[src/rtl/vending_controller_multi_if.sv]
`default_nettype none
// vending_controller_multi_if: coin/button front end and actuator signals of the multi-slot vending controller.
// Rev 1.0
interface vending_controller_multi_if #(
  parameter int NUM_ITEMS = 4,
  parameter int PRICE_W   = 8,
  parameter int STOCK_W   = 4
);
  localparam int IDX_W = $clog2(NUM_ITEMS);

  logic               coin_5;
  logic               coin_10;
  logic               coin_25;
  logic               next_item;
  logic               select;
  logic               cancel;
  logic               price_wr_en;
  logic [IDX_W-1:0]   price_wr_idx;
  logic [PRICE_W-1:0] price_wr_data;
  logic               restock_en;
  logic [IDX_W-1:0]   restock_idx;
  logic [STOCK_W-1:0] restock_qty;

  logic [IDX_W-1:0]   selected_item;
  logic [PRICE_W-1:0] credit;
  logic               dispense;
  logic [IDX_W-1:0]   dispense_item;
  logic               change_5;
  logic               change_10;
  logic               change_25;
  logic               coin_reject;
  logic               sold_out;
  logic               busy;

  modport master (
    output coin_5, coin_10, coin_25, next_item, select, cancel,
           price_wr_en, price_wr_idx, price_wr_data,
           restock_en, restock_idx, restock_qty,
    input  selected_item, credit, dispense, dispense_item,
           change_5, change_10, change_25, coin_reject, sold_out, busy
  );

  modport slave (
    input  coin_5, coin_10, coin_25, next_item, select, cancel,
           price_wr_en, price_wr_idx, price_wr_data,
           restock_en, restock_idx, restock_qty,
    output selected_item, credit, dispense, dispense_item,
           change_5, change_10, change_25, coin_reject, sold_out, busy
  );
endinterface
`default_nettype wire

[src/rtl/vending_controller_multi.sv]
`default_nettype none
// vending_controller_multi: multi-slot vending FSM with programmable prices, stock tracking and greedy change payout.
// Rev 1.0
module vending_controller_multi #(
  parameter int NUM_ITEMS  = 4,
  parameter int PRICE_W    = 8,
  parameter int STOCK_W    = 4,
  parameter int INIT_STOCK = 5,
  parameter int BASE_PRICE = 25
) (
  input  wire logic                  clk,
  input  wire logic                  reset,
  vending_controller_multi_if.slave  bus
);
  localparam int IDX_W = $clog2(NUM_ITEMS);
  localparam int SUM_W = PRICE_W + 6;

  localparam logic [PRICE_W-1:0] CREDIT_MAX = '1;
  localparam logic [STOCK_W-1:0] STOCK_MAX  = '1;
  localparam logic [PRICE_W-1:0] COIN_5     = PRICE_W'(5);
  localparam logic [PRICE_W-1:0] COIN_10    = PRICE_W'(10);
  localparam logic [PRICE_W-1:0] COIN_25    = PRICE_W'(25);

  typedef enum logic [1:0] {
    ST_IDLE       = 2'd0,
    ST_COLLECTING = 2'd1,
    ST_DISPENSE   = 2'd2,
    ST_CHANGE     = 2'd3
  } state_t;

  function automatic logic [PRICE_W-1:0] reset_price(input int slot);
    longint p;
    p = longint'(BASE_PRICE) * longint'(slot + 1);
    if (p > longint'(CREDIT_MAX)) begin
      return CREDIT_MAX;
    end
    return PRICE_W'(p);
  endfunction

  function automatic logic [PRICE_W-1:0] greedy_coin(input logic [PRICE_W-1:0] amount);
    if (amount >= COIN_25) begin
      return COIN_25;
    end else if (amount >= COIN_10) begin
      return COIN_10;
    end else if (amount >= COIN_5) begin
      return COIN_5;
    end
    return '0;
  endfunction

  state_t             state_q, state_d;
  logic [PRICE_W-1:0] credit_q, credit_d;
  logic [IDX_W-1:0]   sel_q, sel_d;
  logic               next_prev_q, next_prev_d;
  logic [PRICE_W-1:0] price_q [NUM_ITEMS];
  logic [PRICE_W-1:0] price_d [NUM_ITEMS];
  logic [STOCK_W-1:0] stock_q [NUM_ITEMS];
  logic [STOCK_W-1:0] stock_d [NUM_ITEMS];
  logic               dispense_q, dispense_d;
  logic [IDX_W-1:0]   dispense_item_q, dispense_item_d;
  logic               change_5_q, change_5_d;
  logic               change_10_q, change_10_d;
  logic               change_25_q, change_25_d;
  logic               coin_reject_q, coin_reject_d;
  logic               sold_out_q, sold_out_d;
  logic               busy_q, busy_d;

  logic [SUM_W-1:0]   coin_sum;
  logic [SUM_W-1:0]   credit_plus;
  logic               coin_any;
  logic               coin_fits;
  logic               next_edge;
  logic [PRICE_W-1:0] sel_price;
  logic [STOCK_W-1:0] sel_stock;
  logic [STOCK_W:0]   restock_sum;
  logic [PRICE_W-1:0] remainder;
  logic [PRICE_W-1:0] payout_coin;
  logic               coins_open;

  assign coin_sum    = (bus.coin_5  ? SUM_W'(5)  : SUM_W'(0))
                     + (bus.coin_10 ? SUM_W'(10) : SUM_W'(0))
                     + (bus.coin_25 ? SUM_W'(25) : SUM_W'(0));
  assign credit_plus = SUM_W'(credit_q) + coin_sum;
  assign coin_any    = bus.coin_5 | bus.coin_10 | bus.coin_25;
  assign coin_fits   = (credit_plus <= SUM_W'(CREDIT_MAX));
  assign next_edge   = bus.next_item & ~next_prev_q;
  assign sel_price   = price_q[sel_q];
  assign sel_stock   = stock_q[sel_q];
  assign restock_sum = {1'b0, stock_q[bus.restock_idx]} + {1'b0, bus.restock_qty};

  always_comb begin
    state_d         = state_q;
    credit_d        = credit_q;
    sel_d           = sel_q;
    next_prev_d     = bus.next_item;
    price_d         = price_q;
    stock_d         = stock_q;
    dispense_d      = 1'b0;
    dispense_item_d = dispense_item_q;
    change_5_d      = 1'b0;
    change_10_d     = 1'b0;
    change_25_d     = 1'b0;
    coin_reject_d   = 1'b0;
    sold_out_d      = 1'b0;
    remainder       = '0;
    payout_coin     = '0;
    coins_open      = 1'b0;

    case (state_q)
      ST_IDLE: begin
        coins_open = 1'b1;
        if (next_edge) begin
          sel_d = (sel_q == IDX_W'(NUM_ITEMS - 1)) ? '0 : sel_q + IDX_W'(1);
        end
        if (bus.price_wr_en) begin
          price_d[bus.price_wr_idx] = bus.price_wr_data;
        end
        if (bus.restock_en) begin
          stock_d[bus.restock_idx] = restock_sum[STOCK_W] ? STOCK_MAX
                                                          : restock_sum[STOCK_W-1:0];
        end
      end

      ST_COLLECTING: begin
        coins_open = 1'b1;
        if (next_edge) begin
          sel_d = (sel_q == IDX_W'(NUM_ITEMS - 1)) ? '0 : sel_q + IDX_W'(1);
        end
        // Coins arriving with a cancel or an accepted sale are handed back untouched.
        if (bus.cancel) begin
          coins_open = 1'b0;
          if (credit_q >= COIN_5) begin
            state_d = ST_CHANGE;
          end else begin
            state_d  = ST_IDLE;
            credit_d = '0;
          end
        end else if (bus.select && (sel_stock == '0)) begin
          sold_out_d = 1'b1;
        end else if (bus.select && (credit_q >= sel_price)) begin
          coins_open      = 1'b0;
          state_d         = ST_DISPENSE;
          dispense_d      = 1'b1;
          dispense_item_d = sel_q;
        end
      end

      ST_DISPENSE: begin
        remainder                = credit_q - price_q[dispense_item_q];
        stock_d[dispense_item_q] = stock_q[dispense_item_q] - STOCK_W'(1);
        if (remainder >= COIN_5) begin
          state_d  = ST_CHANGE;
          credit_d = remainder;
        end else begin
          state_d  = ST_IDLE;
          credit_d = '0;
        end
      end

      ST_CHANGE: begin
        remainder = credit_q - greedy_coin(credit_q);
        if (remainder >= COIN_5) begin
          credit_d = remainder;
        end else begin
          state_d  = ST_IDLE;
          credit_d = '0;
        end
      end

      default: begin
        state_d  = ST_IDLE;
        credit_d = '0;
      end
    endcase

    if (coin_any) begin
      if (coins_open && coin_fits) begin
        credit_d = credit_plus[PRICE_W-1:0];
        if (state_q == ST_IDLE) begin
          state_d = ST_COLLECTING;
        end
      end else begin
        coin_reject_d = 1'b1;
      end
    end

    // Strobes are registered, so the coin shown during a CHANGE cycle is picked from the credit entering it.
    if (state_d == ST_CHANGE) begin
      payout_coin = greedy_coin(credit_d);
      change_25_d = (payout_coin == COIN_25);
      change_10_d = (payout_coin == COIN_10);
      change_5_d  = (payout_coin == COIN_5);
    end

    busy_d = (state_d == ST_DISPENSE) || (state_d == ST_CHANGE);
  end

  always_ff @(posedge clk) begin
    if (!reset) begin
      state_q         <= ST_IDLE;
      credit_q        <= '0;
      sel_q           <= '0;
      next_prev_q     <= 1'b0;
      dispense_q      <= 1'b0;
      dispense_item_q <= '0;
      change_5_q      <= 1'b0;
      change_10_q     <= 1'b0;
      change_25_q     <= 1'b0;
      coin_reject_q   <= 1'b0;
      sold_out_q      <= 1'b0;
      busy_q          <= 1'b0;
      for (int i = 0; i < NUM_ITEMS; i++) begin
        price_q[i] <= reset_price(i);
        stock_q[i] <= STOCK_W'(INIT_STOCK);
      end
    end else begin
      state_q         <= state_d;
      credit_q        <= credit_d;
      sel_q           <= sel_d;
      next_prev_q     <= next_prev_d;
      price_q         <= price_d;
      stock_q         <= stock_d;
      dispense_q      <= dispense_d;
      dispense_item_q <= dispense_item_d;
      change_5_q      <= change_5_d;
      change_10_q     <= change_10_d;
      change_25_q     <= change_25_d;
      coin_reject_q   <= coin_reject_d;
      sold_out_q      <= sold_out_d;
      busy_q          <= busy_d;
    end
  end

  assign bus.selected_item = sel_q;
  assign bus.credit        = credit_q;
  assign bus.dispense      = dispense_q;
  assign bus.dispense_item = dispense_item_q;
  assign bus.change_5      = change_5_q;
  assign bus.change_10     = change_10_q;
  assign bus.change_25     = change_25_q;
  assign bus.coin_reject   = coin_reject_q;
  assign bus.sold_out      = sold_out_q;
  assign bus.busy          = busy_q;
endmodule
`default_nettype wire

[src/flat_wrapper.sv]
// flat-port wrapper written by rule: the top's interface ports become plain ports
module vending_controller_multi_flat 
#(
  parameter int NUM_ITEMS  = 4,
  parameter int PRICE_W    = 8,
  parameter int STOCK_W    = 4,
  parameter int INIT_STOCK = 5,
  parameter int BASE_PRICE = 25
)
  (clk, reset, bus_coin_5, bus_coin_10, bus_coin_25, bus_next_item, bus_select, bus_cancel, bus_price_wr_en, bus_price_wr_idx, bus_price_wr_data, bus_restock_en, bus_restock_idx, bus_restock_qty, bus_selected_item, bus_credit, bus_dispense, bus_dispense_item, bus_change_5, bus_change_10, bus_change_25, bus_coin_reject, bus_sold_out, bus_busy);
  vending_controller_multi_if #(.NUM_ITEMS(NUM_ITEMS), .PRICE_W(PRICE_W), .STOCK_W(STOCK_W)) bus_i ();
  input  wire logic clk;
  input  wire logic reset;
  input wire logic [$bits(bus_i.coin_5)-1:0] bus_coin_5;
  input wire logic [$bits(bus_i.coin_10)-1:0] bus_coin_10;
  input wire logic [$bits(bus_i.coin_25)-1:0] bus_coin_25;
  input wire logic [$bits(bus_i.next_item)-1:0] bus_next_item;
  input wire logic [$bits(bus_i.select)-1:0] bus_select;
  input wire logic [$bits(bus_i.cancel)-1:0] bus_cancel;
  input wire logic [$bits(bus_i.price_wr_en)-1:0] bus_price_wr_en;
  input wire logic [$bits(bus_i.price_wr_idx)-1:0] bus_price_wr_idx;
  input wire logic [$bits(bus_i.price_wr_data)-1:0] bus_price_wr_data;
  input wire logic [$bits(bus_i.restock_en)-1:0] bus_restock_en;
  input wire logic [$bits(bus_i.restock_idx)-1:0] bus_restock_idx;
  input wire logic [$bits(bus_i.restock_qty)-1:0] bus_restock_qty;
  output wire logic [$bits(bus_i.selected_item)-1:0] bus_selected_item;
  output wire logic [$bits(bus_i.credit)-1:0] bus_credit;
  output wire logic [$bits(bus_i.dispense)-1:0] bus_dispense;
  output wire logic [$bits(bus_i.dispense_item)-1:0] bus_dispense_item;
  output wire logic [$bits(bus_i.change_5)-1:0] bus_change_5;
  output wire logic [$bits(bus_i.change_10)-1:0] bus_change_10;
  output wire logic [$bits(bus_i.change_25)-1:0] bus_change_25;
  output wire logic [$bits(bus_i.coin_reject)-1:0] bus_coin_reject;
  output wire logic [$bits(bus_i.sold_out)-1:0] bus_sold_out;
  output wire logic [$bits(bus_i.busy)-1:0] bus_busy;
  assign bus_i.coin_5 = bus_coin_5;
  assign bus_i.coin_10 = bus_coin_10;
  assign bus_i.coin_25 = bus_coin_25;
  assign bus_i.next_item = bus_next_item;
  assign bus_i.select = bus_select;
  assign bus_i.cancel = bus_cancel;
  assign bus_i.price_wr_en = bus_price_wr_en;
  assign bus_i.price_wr_idx = bus_price_wr_idx;
  assign bus_i.price_wr_data = bus_price_wr_data;
  assign bus_i.restock_en = bus_restock_en;
  assign bus_i.restock_idx = bus_restock_idx;
  assign bus_i.restock_qty = bus_restock_qty;
  assign bus_selected_item = bus_i.selected_item;
  assign bus_credit = bus_i.credit;
  assign bus_dispense = bus_i.dispense;
  assign bus_dispense_item = bus_i.dispense_item;
  assign bus_change_5 = bus_i.change_5;
  assign bus_change_10 = bus_i.change_10;
  assign bus_change_25 = bus_i.change_25;
  assign bus_coin_reject = bus_i.coin_reject;
  assign bus_sold_out = bus_i.sold_out;
  assign bus_busy = bus_i.busy;
  vending_controller_multi #(.NUM_ITEMS(NUM_ITEMS), .PRICE_W(PRICE_W), .STOCK_W(STOCK_W), .INIT_STOCK(INIT_STOCK), .BASE_PRICE(BASE_PRICE)) u_core (.clk(clk), .reset(reset), .bus(bus_i));
endmodule
[config.mk]
export PLATFORM = sky130hd
export DESIGN_NAME = vending_controller_multi_flat
export DESIGN_NICKNAME = d
export VERILOG_FILES = /design/src/rtl/vending_controller_multi_if.sv /design/src/rtl/vending_controller_multi.sv /design/src/flat_wrapper.sv
export SDC_FILE = /design/constraint.sdc
export NUM_CORES = 1
export LEC_CHECK = 0
export ABC_AREA = 0
export CAP_MARGIN = 5
export CORE_UTILIZATION = 30
export DETAILED_ROUTE_END_ITERATION = 10
export DONT_BUFFER_PORTS = 1
export MAX_ROUTING_LAYER = met4
export PLACE_DENSITY_LB_ADDON = 0.3
export SYNTH_ARGS = -nofsm -noshare
export SYNTH_HDL_FRONTEND = slang
export SYNTH_SLANG_ARGS = --single-unit
[constraint.sdc]
create_clock -name clk -period 7.05 [get_ports clk]
set_clock_uncertainty 0.1 [all_clocks]
set_input_delay 1.41 -clock clk [delete_from_list [all_inputs] [get_ports clk]]
set_output_delay 1.41 -clock clk [all_outputs]
set_load 0.005 [all_outputs]
### Word level (Yosys, flattened, before mapping)

Index checks and enable logic that the tools add are counted.

* add/subtract/negate cells: 8
* $mul: 0
* divide/modulo/power cells: 0
* $lt $le $gt $ge: 17
* eq/ne operators: 10
* shift operators: 0
* multiplexer cells: 73
* bitwise logic cells: 12
* reduce and logical (&&, ||, !) cells: 19

Operators by type and width (count)
* 8-bit two-way mux: 21
* 4-bit two-way mux: 10
* 8-bit binary-select mux with 2-bit select: 2
* 16-bit bitwise mux: 2
* 32-bit bitwise mux: 1
* 8-bit by 3-bit >= comparator with 1-bit output (second input constant): 4
* 16-bit one-hot mux with 2 select lines: 1
* 14-bit adder: 2
* 4-bit binary-select mux with 2-bit select: 3
* 8-bit one-hot mux with 3 select lines: 1
* 2-bit two-way mux: 10
* 4-bit demux with 2-bit select: 2
* 8-bit demux with 2-bit select: 1
* 8-bit by 4-bit >= comparator with 1-bit output (second input constant): 2
* 8-bit by 5-bit >= comparator with 1-bit output (second input constant): 2
* 16-bit two-way mux: 1
* 8-bit subtractor: 2
* 8-bit by 14-bit adder with 14-bit output: 1
* 14-bit by 8-bit less-or-equal comparator with 1-bit output (second input constant): 1
* 1-bit two-way mux: 14
* 3-bit >= comparator (second input constant): 4
* 2-bit NOT with 3-bit output: 4
* 2-bit == test (second input constant): 5
* 2-bit AND reduction: 5
* other kinds (26): 38

* bits in registers: 70
* latch bits: 0
* memory bits (writable): 0
* ROM bits: 0
* input bits: 26
* output and inout port bits: 19
* word-level logic and storage cells: 159
* memories: 0

### Longest topological paths before layout

Gate-level depths: netlist of run 1.

* depth after elaboration: 21
* mapped depth: 15
* depth with buffers taken out: 14

### Worst setup path before layout of run 1

Ideal clock, no wire load.

* kind: reg-to-reg
* start point: register u_core.dispense_item_q[1], in the netlist u_core.bus.dispense_item[1]
* end point: register u_core.change_10_q, in the netlist u_core.bus.change_10
* data arrival time: 3.859 ns
* slack: 2.968 ns
* cell stages (with the launch flop): 14
* period minus slack after synthesis: 4.082 ns
* cells stage by stage: dfxtp_1 -> clkbuf_1 -> buf_1 -> mux4_2 -> ha_1 -> fa_1 -> nand2b_1 -> a21oi_1 -> mux2i_1 -> or4_1 -> o31ai_1 -> and2_1 -> a21o_1 -> nor4b_1

* longest elaborated chain between the ends: 18

RTL lines
* start, declared: RTL line vending_controller_multi.sv:60 `logic [IDX_W-1:0] dispense_item_q, dispense_item_d;`
* start signal, assigned: RTL line vending_controller_multi.sv:224 `dispense_item_q <= dispense_item_d;`
* 2-bit NOT with 3-bit output (not written as such) *: RTL line vending_controller_multi.sv:149 `remainder = credit_q - price_q[dispense_item_q];`
* 8-bit binary-select mux with 2-bit select *: RTL line vending_controller_multi.sv:149
* 8-bit two-way mux (not written as such) * (2 in series): RTL line vending_controller_multi.sv:149
* 8-bit subtractor *: RTL line vending_controller_multi.sv:149
* 8-bit by 3-bit >= comparator with 1-bit output: RTL line vending_controller_multi.sv:151 `if (remainder >= COIN_5) begin`
* 8-bit two-way mux: RTL line vending_controller_multi.sv:151
* 8-bit one-hot mux with 3 select lines: RTL line vending_controller_multi.sv:109 `case (state_q)`
* 8-bit two-way mux: RTL line vending_controller_multi.sv:177 `if (coins_open && coin_fits) begin`
* 8-bit two-way mux: RTL line vending_controller_multi.sv:176 `if (coin_any) begin`
* 8-bit by 3-bit >= comparator with 1-bit output: RTL line vending_controller_multi.sv:45 `end else if (amount >= COIN_5) begin`
* 1-bit two-way mux: RTL line vending_controller_multi.sv:45
* 1-bit two-way mux: RTL line vending_controller_multi.sv:43 `end else if (amount >= COIN_10) begin`
* 1-bit two-way mux: RTL line vending_controller_multi.sv:41 `if (amount >= COIN_25) begin`
* 1-bit two-way mux: RTL line vending_controller_multi.sv:188 `if (state_d == ST_CHANGE) begin`
* 8-bit two-way mux: RTL line vending_controller_multi.sv:48 `return '0;`
* 8-bit two-way mux: RTL line vending_controller_multi.sv:188
* 8-bit by 4-bit == test with 1-bit output: RTL line vending_controller_multi.sv:191 `change_10_d = (payout_coin == COIN_10);`
* end signal, assigned: RTL line vending_controller_multi.sv:226 `change_10_q <= change_10_d;`
* end, declared: RTL line vending_controller_multi.sv:62 `logic change_10_q, change_10_d;`

Mark *: on every way between the ends. The rest lies on a longest branch, timed or not. The select of a mux whose other input is x is not followed.
A chain may end at the register's enable or synchronous reset.

### Final worst setup path of run 1

* start point: register u_core.credit_q[1], in the netlist u_core.bus.credit[1]
* end point: register u_core.change_10_q, in the netlist u_core.bus.change_10

* longest elaborated chain between the ends: 21

RTL lines
* start, declared: RTL line vending_controller_multi.sv:52 `logic [PRICE_W-1:0] credit_q, credit_d;`
* start signal, assigned: RTL line vending_controller_multi.sv:218 `credit_q <= credit_d;`
* 8-bit by 3-bit >= comparator with 1-bit output: RTL line vending_controller_multi.sv:45, vending_controller_multi.sv:132
* 1-bit two-way mux: RTL line vending_controller_multi.sv:45
* 1-bit two-way mux: RTL line vending_controller_multi.sv:43
* 1-bit two-way mux: RTL line vending_controller_multi.sv:41
* 1-bit two-way mux: RTL line vending_controller_multi.sv:109
* 8-bit two-way mux: RTL line vending_controller_multi.sv:48
* 8-bit two-way mux: RTL line vending_controller_multi.sv:109
* 8-bit subtractor: RTL line vending_controller_multi.sv:161 `remainder = credit_q - greedy_coin(credit_q);`
* (+5 left out)
* 8-bit by 3-bit >= comparator with 1-bit output: RTL line vending_controller_multi.sv:45
* 1-bit two-way mux: RTL line vending_controller_multi.sv:45
* 1-bit two-way mux: RTL line vending_controller_multi.sv:43
* 1-bit two-way mux: RTL line vending_controller_multi.sv:41
* 1-bit two-way mux: RTL line vending_controller_multi.sv:188
* 8-bit two-way mux: RTL line vending_controller_multi.sv:48
* 8-bit two-way mux: RTL line vending_controller_multi.sv:188
* 8-bit by 4-bit == test with 1-bit output: RTL line vending_controller_multi.sv:191

Parallel ways exist; a longest one is shown, timed or not. The select of a mux whose other input is x is not followed.

==> flow_metrics.py, run 1 <==
metrics = {
    "run": {
        "cap_violations": 0,
    },
    "final_layout": {
        "antenna_cells": 0,
        "utilization_pct": 33.9,
        "synthToLayoutAreaGrowth_pct": 9.65,
        "final_cell_mix": "dfxtp_1 (70), nand2_1 (69), nor2_1 (68), a21oi_1 (47), inv_1 (38)",
        "layout-drive-gt1-share_pct": 8.80,
        "fin_nets": 663,
        "layout_commonest_cell": "dfxtp_1",
    },
    "grt": {
        "use_met2_pct": 28.1,
        "grt_pass1_wl_um": 24300,
        "grt_max_degree": 39,
        "grt_pass1_vias": 4579,
        "grt-ovfl-total": 0,
        "grt_use_met3_pct": 4.41,
        "gr-usage-met1_pct": 22.5,
        "grt_use_total_pct": 18.3,
        "grt_busiest_layer": "met2",
        "antenna_found_initial": 0,
    },
    "power_and_ir_drop": {
        "ir_worst_vdd_mv": 0.166,
        "power_density_mw_per_mm2": 432,
        "leakage_uw": 0.00217,
    },
    "placement": {
        "io_buffers": 0,
        "routabilityCongestion": 0.996,
        "place_hpwl_um": 11500,
    },
    "floorplanning": {
        "rows": 47,
        "initial_core_util_pct": 30.9,
        "core_mm2": 0.0168,
        "fp.dieH_um": 133,
        "num_io_pins": 45,
        "die_x_um": 133,
        "fp.dieArea_mm2": 0.0178,
    },
    "drt": {
        "vias": 4694,
        "drtIter0Drc": 316,
        "antenna_left": 0,
        "wl_um": 15400,
        "via_per_inst": 5.71,
        "wl_per_cell_um": 18.8,
        "drc": 0,
        "first_pass_iters": 7,
    },
    "setup_path": {
        "path_cells": "o311a_1 > nor4_1 > nor2b_1 > nor2_1 > ha_1 > fa_1 > nand2b_1 > a211oi_1 > a2bb2oi_1 > o41ai_1 > a2bb2oi_1 > a31oi_2 > o2bb2ai_1 > nor4b_1",
        "arrival_ns": 4.64,
        "max_stage_delay_ns": 0.52,
        "reg2reg_from": "u_core.bus.credit[1]$_SDFF_PN0_",
        "crit_path_end_kind": "register",
        "startpoint": "u_core.bus.credit[1]$_SDFF_PN0_",
        "worst_r2r_endpoint": "u_core.bus.change_10$_SDFF_PN0_",
        "crit_type": "register to register",
        "crit_fanout": 10,
        "startpoint_type": "register",
        "r2r_slack_ns": 2.56,
        "rr_worst_depth": 14,
        "cp_slowest_cell": "o41ai_1",
        "critical-path-top-delay-family": "compound AO/OA/AOI/OAI gates",
        "crit_required_ns": 7.20,
        "cp_num_buf_inv": 0,
        "crit_top_cell": "a2bb2oi_1",
    },
    "timing": {
        "tns_ns": 0,
        "rsz0062_at_grt": "no",
        "fmax_ghz": 0.223,
        "drv_slew": 0,
        "finalCritPeriodShare_pct": 63.7,
        "tightest_slew_ns": 1.04,
        "setup_viol": 0,
        "hold_ws_ns": 0.371,
        "fin_crit_ns": 4.49,
        "finalHoldViolations": 0,
        "slew_headroom_pct": 30.4,
    },
    "worst_hold_path": {
        "hold_depth": 2,
        "hold_class": "register to register",
        "hp-start": "u_core.price_q[23]$_SDFFE_PN0P_",
        "holdPathEnd": "u_core.price_q[23]$_SDFFE_PN0P_",
    },
    "synth": {
        "netlist_area_mm2": 0.00519,
        "ys_ff_latch": 70,
        "yosysWarnings": 0,
        "synth_cell_type_count": 73,
        "synth_area_per_cell_um2": 8.50,
        "synth_edf_count": 0,
        "async_reset_ff_share_pct": 0,
        "ys_seq_area_share_pct": 27.0,
        "syn_inst": 610,
        "syn-num-nets": 676,
        "dominantRegCellSynth": "dfxtp_1",
    },
    "clock_network": {
        "cts_buffer_depth": 2,
        "root_buffer": "clkbuf_16",
        "cts_buffers": 9,
        "post-cts-setup-buffers": 0,
        "ctsHoldBuffers": 0,
        "cts_resized": 0,
        "clock_latency_ns": 0.34,
        "cts.sinks": 70,
        "clk_pin_slew_worst_paths_ns": 0.06,
        "tritoncts": "done",
        "cts-htree-levels": 3,
    },
    "outcome": {
        "outcome": "finished clean",
    },
}
==> synthesized netlist by cell type, types with 4 or more instances <==
| cell | n | share of area (%) |
|---|---|---|
| a211oi_1 | 4 | 0.58 |
| a21o_1 | 5 | 0.72 |
| a21oi_1 | 47 | 4.5 |
| a221o_1 | 8 | 1.5 |
| a22oi_1 | 6 | 0.87 |
| a31oi_1 | 5 | 0.60 |
| and2_1 | 8 | 0.97 |
| buf_1 | 4 | 0.29 |
| buf_2 | 4 | 0.39 |
| clkbuf_1 | 17 | 1.2 |
| dfxtp_1 | 70 | 27 |
| fa_1 | 6 | 2.3 |
| ha_1 | 34 | 8.2 |
| inv_1 | 38 | 2.8 |
| mux2i_1 | 22 | 4.2 |
| mux4_2 | 23 | 10 |
| nand2_1 | 69 | 5.0 |
| nand2b_1 | 9 | 1.1 |
| nand3_1 | 17 | 1.6 |
| nand4_1 | 4 | 0.48 |
| nor2_1 | 68 | 4.9 |
| nor2b_1 | 7 | 0.84 |
| nor3_1 | 13 | 1.3 |
| nor3_2 | 4 | 0.77 |
| nor3b_1 | 5 | 0.72 |
| nor4_1 | 7 | 0.84 |
| o21ai_0 | 14 | 1.4 |
| o21ai_1 | 7 | 0.68 |
| o21bai_1 | 5 | 0.72 |
| o31ai_1 | 4 | 0.58 |
| or4_1 | 4 | 0.58 |
| xnor2_1 | 6 | 1.0 |
| xor2_1 | 5 | 0.84 |
==> worst register-to-register path, stage by stage (launching register included) <==
cell and delay, ns:
dfxtp_1 0.43, o311a_1 0.40, nor4_1 0.32, nor2b_1 0.31, nor2_1 0.08, ha_1 0.22, fa_1 0.42, nand2b_1 0.18
a211oi_1 0.41, a2bb2oi_1 0.16, o41ai_1 0.52, a2bb2oi_1 0.26, a31oi_2 0.13, o2bb2ai_1 0.21, nor4b_1 0.25
==> layer usage <==
metal  routed length [µm]  vias up
met5                    0        -
met4                  507        0
met3                 1110       38
met2                 7030      181
met1                 6770     2269
li1                     -     2206
==> registers in the layout, summed over array words and instances, names as in the netlist <==
register and flops:
u_core.bus.change_5 1, u_core.bus.change_10 1, u_core.bus.sold_out 1, u_core.bus.dispense_item 2
u_core.state_q 2, u_core.bus.change_25 1, u_core.price_q 32, u_core.bus.busy 1
u_core.bus.selected_item 2, u_core.bus.credit 8, u_core.next_prev_q 1, u_core.bus.dispense 1
u_core.bus.coin_reject 1, u_core.stock_q 16
==> power by group <==
part	switching (µW)	internal, µW	total [µW]
Clock	181	320	501
Combinational	797	571	1370
Sequential	136	451	587
==> per-stage QoR <==
stage | instances | area (µm²) | worst slack, ns | total power [µW]
final | 822 | 5690 | 2.56 | 2460
after global routing | 822 | 5690 | 2.25 | 2630
after CTS | 822 | 5690 | 2.61 | 2450
after detailed placement | 806 | 5360 | 2.64 | 1940
after global placement | 806 | 5360 | 2.64 | 1920
after floorplan | 610 | 5190 | 2.97 | 1600
==> cells by family after synthesis <==
group | Yosys count | synth area share, %
XOR/XNOR | 11 | 1.86
AO/OA/AOI/OAI | 141 | 18.2
AND/OR/NAND/NOR | 235 | 22.2
multiplexers | 48 | 15.2
flip-flops | 70 | 27.0
adder cells (fa/ha/maj) | 40 | 10.5
buffers and inverters | 65 | 5.09
==> how the worst max path moves through the flow <==
stage / end / slack [ns] / cells past startpoint
2_1_floorplan: u_core.bus.change_10$_SDFF_PN0_ / 2.97 / 13
5_1_grt: u_core.bus.change_10$_SDFF_PN0_ / 2.25 / 14
4_1_cts: u_core.bus.change_10$_SDFF_PN0_ / 2.61 / 14
6_report: u_core.bus.change_10$_SDFF_PN0_ / 2.56 / 14
3_3_place_gp: u_core.bus.change_10$_SDFF_PN0_ / 2.64 / 12
3_5_place_dp: u_core.bus.change_10$_SDFF_PN0_ / 2.64 / 14
==> final cells by class <==
type                       count  area (µm²)
sequential                    70        1400
timing repair buffer           3        22.5
clock inverter                 5        81.3
clock buffer                  11         243
multi-input combinational    475        3520
fill                        1712       11100
tap                          220         275
inverter                      38         143
Note: power is estimated with default switching activity, not from simulation.
==> run 2, diff against run 1 <==
clock period = 4.54 ns   (was 7.05 ns; I/O delays follow)
==> run 2 against run 1 <==
Effect of this change:
- hold slack better by 0.0019 ns
- register-to-register slack worse by 2.2 ns
- final cell count up 1.6%
- routed wire length up 2.6%
- maximum frequency up 8.3%
- cell area up 1.2%
- count of clock-buffer cells in the layout down 2
- sequential share of layout area down 0.30 points
- sequential power up 37%
- first-iteration DRC count up 4.1%
- die area unchanged
- largest power group unchanged
- highest routed layer unchanged
==> flow_metrics.py, run 2 (synthesis results as in run 1) <==
metrics = {
    "clock_network": {
        "cts_buffer_depth": 2,
        "root_buffer": "clkbuf_16",
        "clk_pin_slew_worst_paths_ns": 0.07,
        "clock_latency_ns": 0.35,
        "post-cts-setup-buffers": 0,
        "tritoncts": "done",
        "cts_resized": 0,
        "cts-htree-levels": 3,
        "cts_buffers": 9,
        "ctsHoldBuffers": 0,
        "cts.sinks": 70,
    },
    "grt": {
        "grt_use_total_pct": 19.0,
        "grt-ovfl-total": 0,
        "grt_pass1_vias": 4756,
        "antenna_found_initial": 0,
        "grt_pass1_wl_um": 25400,
        "grt_max_degree": 39,
    },
    "floorplanning": {
        "initial_core_util_pct": 30.9,
        "num_io_pins": 45,
        "rows": 47,
        "die_x_um": 133,
        "fp.dieArea_mm2": 0.0178,
        "fp.dieH_um": 133,
        "core_mm2": 0.0168,
    },
    "drt": {
        "antenna_left": 0,
        "drc": 0,
        "via_per_inst": 5.60,
        "first_pass_iters": 5,
        "wl_per_cell_um": 18.9,
        "vias": 4676,
        "wl_um": 15800,
        "drtIter0Drc": 329,
    },
    "worst_hold_path": {
        "holdPathEnd": "u_core.price_q[10]$_SDFFE_PN0P_",
        "hp-start": "u_core.price_q[10]$_SDFFE_PN0P_",
        "hold_class": "register to register",
        "hold_depth": 2,
    },
    "final_layout": {
        "largest_reg_flops": 32,
        "layout_commonest_cell": "dfxtp_1",
        "antenna_cells": 0,
        "layout-drive-gt1-share_pct": 10.9,
        "utilization_pct": 34.3,
        "fill_cells": 1745,
        "fin_nets": 676,
        "synthToLayoutAreaGrowth_pct": 11.0,
        "top_register": "u_core.price_q",
        "multi_input_area_mm2": 0.00352,
        "ff_latch_area_mm2": 0.00140,
        "final_cell_mix": "dfxtp_1 (70), nand2_1 (69), nor2_1 (68), a21oi_1 (47), inv_1 (38)",
    },
    "setup_path": {
        "arrival_ns": 4.29,
        "crit_fanout": 5,
        "reg2reg_from": "u_core.bus.credit[4]$_SDFF_PN0_",
        "crit_path_end_kind": "register",
        "crit_required_ns": 4.68,
        "crit_type": "register to register",
        "worst_r2r_endpoint": "u_core.bus.change_10$_SDFF_PN0_",
        "rr_worst_depth": 16,
        "startpoint": "u_core.bus.credit[4]$_SDFF_PN0_",
        "r2r_slack_ns": 0.39,
        "startpoint_type": "register",
    },
    "timing": {
        "finalHoldViolations": 0,
        "tightest_slew_ns": 1.01,
        "fin_crit_ns": 4.15,
        "rsz0062_at_grt": "no",
        "slew_headroom_pct": 32.4,
        "drv_slew": 0,
        "setup_viol": 0,
        "fmax_ghz": 0.241,
        "finalCritPeriodShare_pct": 91.4,
        "tns_ns": 0,
    },
    "outcome": {
        "outcome": "finished clean",
    },
    "placement": {
        "io_buffers": 0,
        "routabilityCongestion": 0.945,
        "place_hpwl_um": 12200,
    },
    "power_and_ir_drop": {
        "power_density_mw_per_mm2": 663,
        "ir_worst_vdd_mv": 0.300,
        "leakage_uw": 0.00222,
    },
    "run": {
        "cap_violations": 0,
    },
}
-- run 2: changes by cell type in the layout (fill, tap and decap cells not counted) --
cell / before / now
inv_6: 1 / 5
clkinvlp_4: 1 / 0
clkbuf_8: 1 / 0
buf_4: 3 / 16
bufinv_16: 2 / 0
clkinv_2: 1 / 0
inv_8: 0 / 1
clkbuf_1: 1 / 0
clkinv_8: 0 / 1
-- run 2: area by class of cell --
type | instances | area share (%)
Multi-Input combinational cell | 475 | 61.2
Tap cell | 220 | 4.78
Inverter | 38 | 2.48
Clock inverter | 7 | 1.24
Timing Repair Buffer | 16 | 2.09
Clock buffer | 9 | 3.91
Sequential cell | 70 | 24.3
-- run 2: power breakdown --
part	internal (µW)	total, µW	switching (µW)
Combinational	944	2310	1360
Clock	388	710	322
Sequential	701	802	101
Total	2030	3820	1790
-- run 2: worst max-delay path by stage --
stage | end | depth (start not counted)
CTS | u_core.bus.change_10$_SDFF_PN0_ | 14
finish | u_core.bus.change_10$_SDFF_PN0_ | 16
floorplan | u_core.bus.change_10$_SDFF_PN0_ | 13
global placement | u_core.bus.change_10$_SDFF_PN0_ | 14
detailed placement | u_core.bus.change_10$_SDFF_PN0_ | 14
global route | u_core.bus.change_10$_SDFF_PN0_ | 16
-- run 2: routing by layer --
metal / track usage [%] / part of all wire [%]
met1: 23.4 / 44
met2: 29.6 / 46
met3: 4.15 / 6.7
met4: 8.59 / 3.2
met5: - / 0
-- run 2: stage by stage --
stage          cell area [µm²]  std cells  power, µW  hold WS [ns]  worst slack [ns]
3_3_place_gp              5460        819       3080         0.353             0.556
5_1_grt                   5760        835       4130         0.394            0.0810
3_5_place_dp              5460        819       3090         0.364             0.428
2_1_floorplan             5190        610       2490         0.342             0.458
6_report                  5760        835       3820         0.373             0.392
4_1_cts                   5760        835       3820         0.374             0.390
-- run 2: worst max-delay path, cell delays in order (launching register included) --
cell and delay [ns]:
dfxtp_1 0.35, buf_4 0.18, o311a_1 0.12, nor4_1 0.30, nor2b_1 0.31, nor2_1 0.09, ha_1 0.23, fa_1 0.41
nand2b_1 0.18, a211oi_1 0.28, a2bb2oi_1 0.14, o41ai_1 0.36, buf_4 0.18, a2bb2oi_1 0.20, a31oi_2 0.13, o2bb2ai_1 0.20
nor4b_1 0.28
==> run 3, diff against run 2 <==
SETUP_SLACK_MARGIN = 0.4   (was unset)
==> run 3 against run 2 <==
Effect of this change:
- critical path depth down 5
- routed wire length is 1.0% higher
- sequential share of layout area decreased by 0.22 points
- clock power hardly changed
- combinational power grew 4%
- global-route usage hardly changed
- final cell count up 0.12%
- power up 2.5%
- utilization up 0.31 points
- worst setup slack better by 0.23 ns
- register-to-register slack improved by 0.23 ns
- critical path type unchanged
- critical endpoint unchanged
- largest cell class unchanged
- highest routed layer unchanged
==> flow_metrics.py, run 3 (synthesis results as in run 1) <==
metrics = {
    "setup_path": {
        "path_cells": "mux4_2 > ha_1 > fa_1 > nand2b_1 > a21oi_1 > mux2i_1 > or4_1 > o31ai_1 > and2_1 > a21o_1 > nor4b_2",
        "crit_type": "register to register",
        "crit_path_end_kind": "register",
        "crit_required_ns": 4.67,
        "max_stage_delay_ns": 0.56,
        "reg2reg_from": "u_core.bus.dispense_item[1]$_SDFFE_PN0P_",
        "arrival_ns": 4.05,
        "rr_worst_depth": 11,
        "crit_fanout": 4,
        "r2r_slack_ns": 0.62,
        "cp_slowest_cell": "or4_1",
        "worst_r2r_endpoint": "u_core.bus.change_10$_SDFF_PN0_",
        "startpoint_type": "register",
    },
    "drt": {
        "wl_per_cell_um": 19.1,
        "first_pass_iters": 5,
        "antenna_left": 0,
        "via_per_inst": 5.61,
        "drc": 0,
        "wl_um": 16000,
        "drtIter0Drc": 318,
        "vias": 4694,
    },
    "timing": {
        "setup_viol": 0,
        "fin_crit_ns": 3.92,
        "finalCritPeriodShare_pct": 86.3,
        "drv_slew": 0,
        "tns_ns": 0,
        "tightest_slew_ns": 1.01,
        "hold_ws_ns": 0.373,
        "slew_headroom_pct": 32.0,
        "finalHoldViolations": 0,
        "rsz0062_at_grt": "no",
        "fin_ws_ns": 0.621,
        "fmax_ghz": 0.255,
    },
    "final_layout": {
        "fill_cells": 1740,
        "fin_nets": 677,
        "utilization_pct": 34.7,
        "antenna_cells": 0,
        "layout_commonest_cell": "dfxtp_1",
        "top_register": "u_core.price_q",
        "layout-drive-gt1-share_pct": 12.0,
        "final_cell_mix": "dfxtp_1 (70), nand2_1 (69), nor2_1 (68), a21oi_1 (46), inv_1 (38)",
        "synthToLayoutAreaGrowth_pct": 12.0,
        "largest_reg_flops": 32,
    },
    "run": {
        "cap_violations": 0,
    },
    "floorplanning": {
        "die_x_um": 133,
        "fp.dieArea_mm2": 0.0178,
        "rows": 47,
        "initial_core_util_pct": 30.9,
        "core_mm2": 0.0168,
        "fp.dieH_um": 133,
        "num_io_pins": 45,
    },
    "power_and_ir_drop": {
        "p_sw_share_pct": 47.1,
        "pwr-share-comb_pct": 61.3,
        "power_density_mw_per_mm2": 674,
        "sequentialPowerShare_pct": 20.5,
        "ir_worst_vdd_mv": 0.298,
        "p_int_uw": 2070,
        "p_clk_share_pct": 18.2,
        "p_switching_uw": 1840,
        "leakage_uw": 0.00224,
    },
    "grt": {
        "antenna_found_initial": 0,
        "grt-ovfl-total": 0,
        "grt_max_degree": 39,
        "grt_use_total_pct": 19.0,
        "grt_pass1_vias": 4755,
        "grt_pass1_wl_um": 25500,
    },
    "worst_hold_path": {
        "hold_depth": 2,
        "hp-start": "u_core.price_q[10]$_SDFFE_PN0P_",
        "holdPathEnd": "u_core.price_q[10]$_SDFFE_PN0P_",
        "hold_class": "register to register",
    },
    "clock_network": {
        "cts-htree-levels": 3,
        "clock_latency_ns": 0.35,
        "cts_buffer_depth": 2,
        "root_buffer": "clkbuf_16",
        "clk_pin_slew_worst_paths_ns": 0.07,
        "cts_buffers": 9,
        "cts.sinks": 70,
        "tritoncts": "done",
    },
    "placement": {
        "io_buffers": 0,
        "place_ws_ns": 0.428,
        "place_hpwl_um": 12200,
        "routabilityCongestion": 0.945,
    },
    "outcome": {
        "outcome": "finished clean",
    },
}
==> run 3: cell count changes in the layout (fill, tap and decap cells not counted) <==
cell,change
a21oi_1,-1
nor4b_1,-1
a21oi_2,+1
nor4_2,+2
o41ai_2,+1
nor2b_4,+1
buf_4,+1
o41ai_1,-1
nor3_4,+1
nor4_1,-2
nor4b_2,+1
nor3_2,-1
nor2b_1,-1
==> run 3: metrics by stage <==
stage | instances | power, µW | instance area [µm²]
after CTS | 835 | 3830 | 5760
final | 836 | 3910 | 5810
after global routing | 836 | 4210 | 5810
after detailed placement | 819 | 3090 | 5460
after global placement | 819 | 3080 | 5460
after floorplan | 610 | 2490 | 5190
==> run 3: worst max path at each step <==
stage,endpoint,startpoint,cells after the start
6_report,u_core.bus.change_10$_SDFF_PN0_,u_core.bus.dispense_item[1]$_SDFFE_PN0P_,11
5_1_grt,u_core.bus.change_10$_SDFF_PN0_,u_core.bus.credit[4]$_SDFF_PN0_,16
4_1_cts,u_core.bus.change_10$_SDFF_PN0_,u_core.bus.credit[4]$_SDFF_PN0_,16
3_5_place_dp,u_core.bus.change_10$_SDFF_PN0_,u_core.bus.credit[4]$_SDFF_PN0_,14
3_3_place_gp,u_core.bus.change_10$_SDFF_PN0_,u_core.bus.credit[4]$_SDFF_PN0_,14
2_1_floorplan,u_core.bus.change_10$_SDFF_PN0_,u_core.bus.dispense_item[1]$_SDFFE_PN0P_,13
==> run 3: worst max-delay path, delay by kind of cell (launching register included) <==
kind / cells / cell delay (ns)
flops: 1 / 0.39
mux: 2 / 0.65
compound gates: 3 / 0.96
simple gates: 4 / 1.09
fa+ha+maj: 2 / 0.62
==> run 3: per-layer routing <==
layer	GRT usage (%)	part of all wire, %	up-vias
met5	-	0	-
met4	8.59	3.0	0
met3	4.15	6.5	36
met2	29.6	47	170
met1	23.5	44	2248
li1	-	-	2240
==> run 3: power by group through the flow <==
stage          sequential [µW]  clock, µW  combinational (µW)
6_report                   803        712                2400
5_1_grt                    817        745                2650
4_1_cts                    801        724                2310
3_5_place_dp               814          0                2280
3_3_place_gp               809          0                2270
2_1_floorplan              796          0                1690
==> run 3: final cells by class <==
type	instances	area [µm²]	area share [%]
flip-flops and latches	70	1400	24.1
clock buffers	9	225	3.88
clock inverters	7	71.3	1.23
multi-input cells	475	3560	61.4
well taps	220	275	4.74
inverters	38	143	2.46
repair buffers	17	128	2.20
==> run 3: what timing repair did <==
item,in CTS,in global routing
resized for setup,1,7
buffers inserted,0,1
hold buffers,0,0
pin swaps,0,1
setup endpoints to repair,1,3
gates cloned,0,0
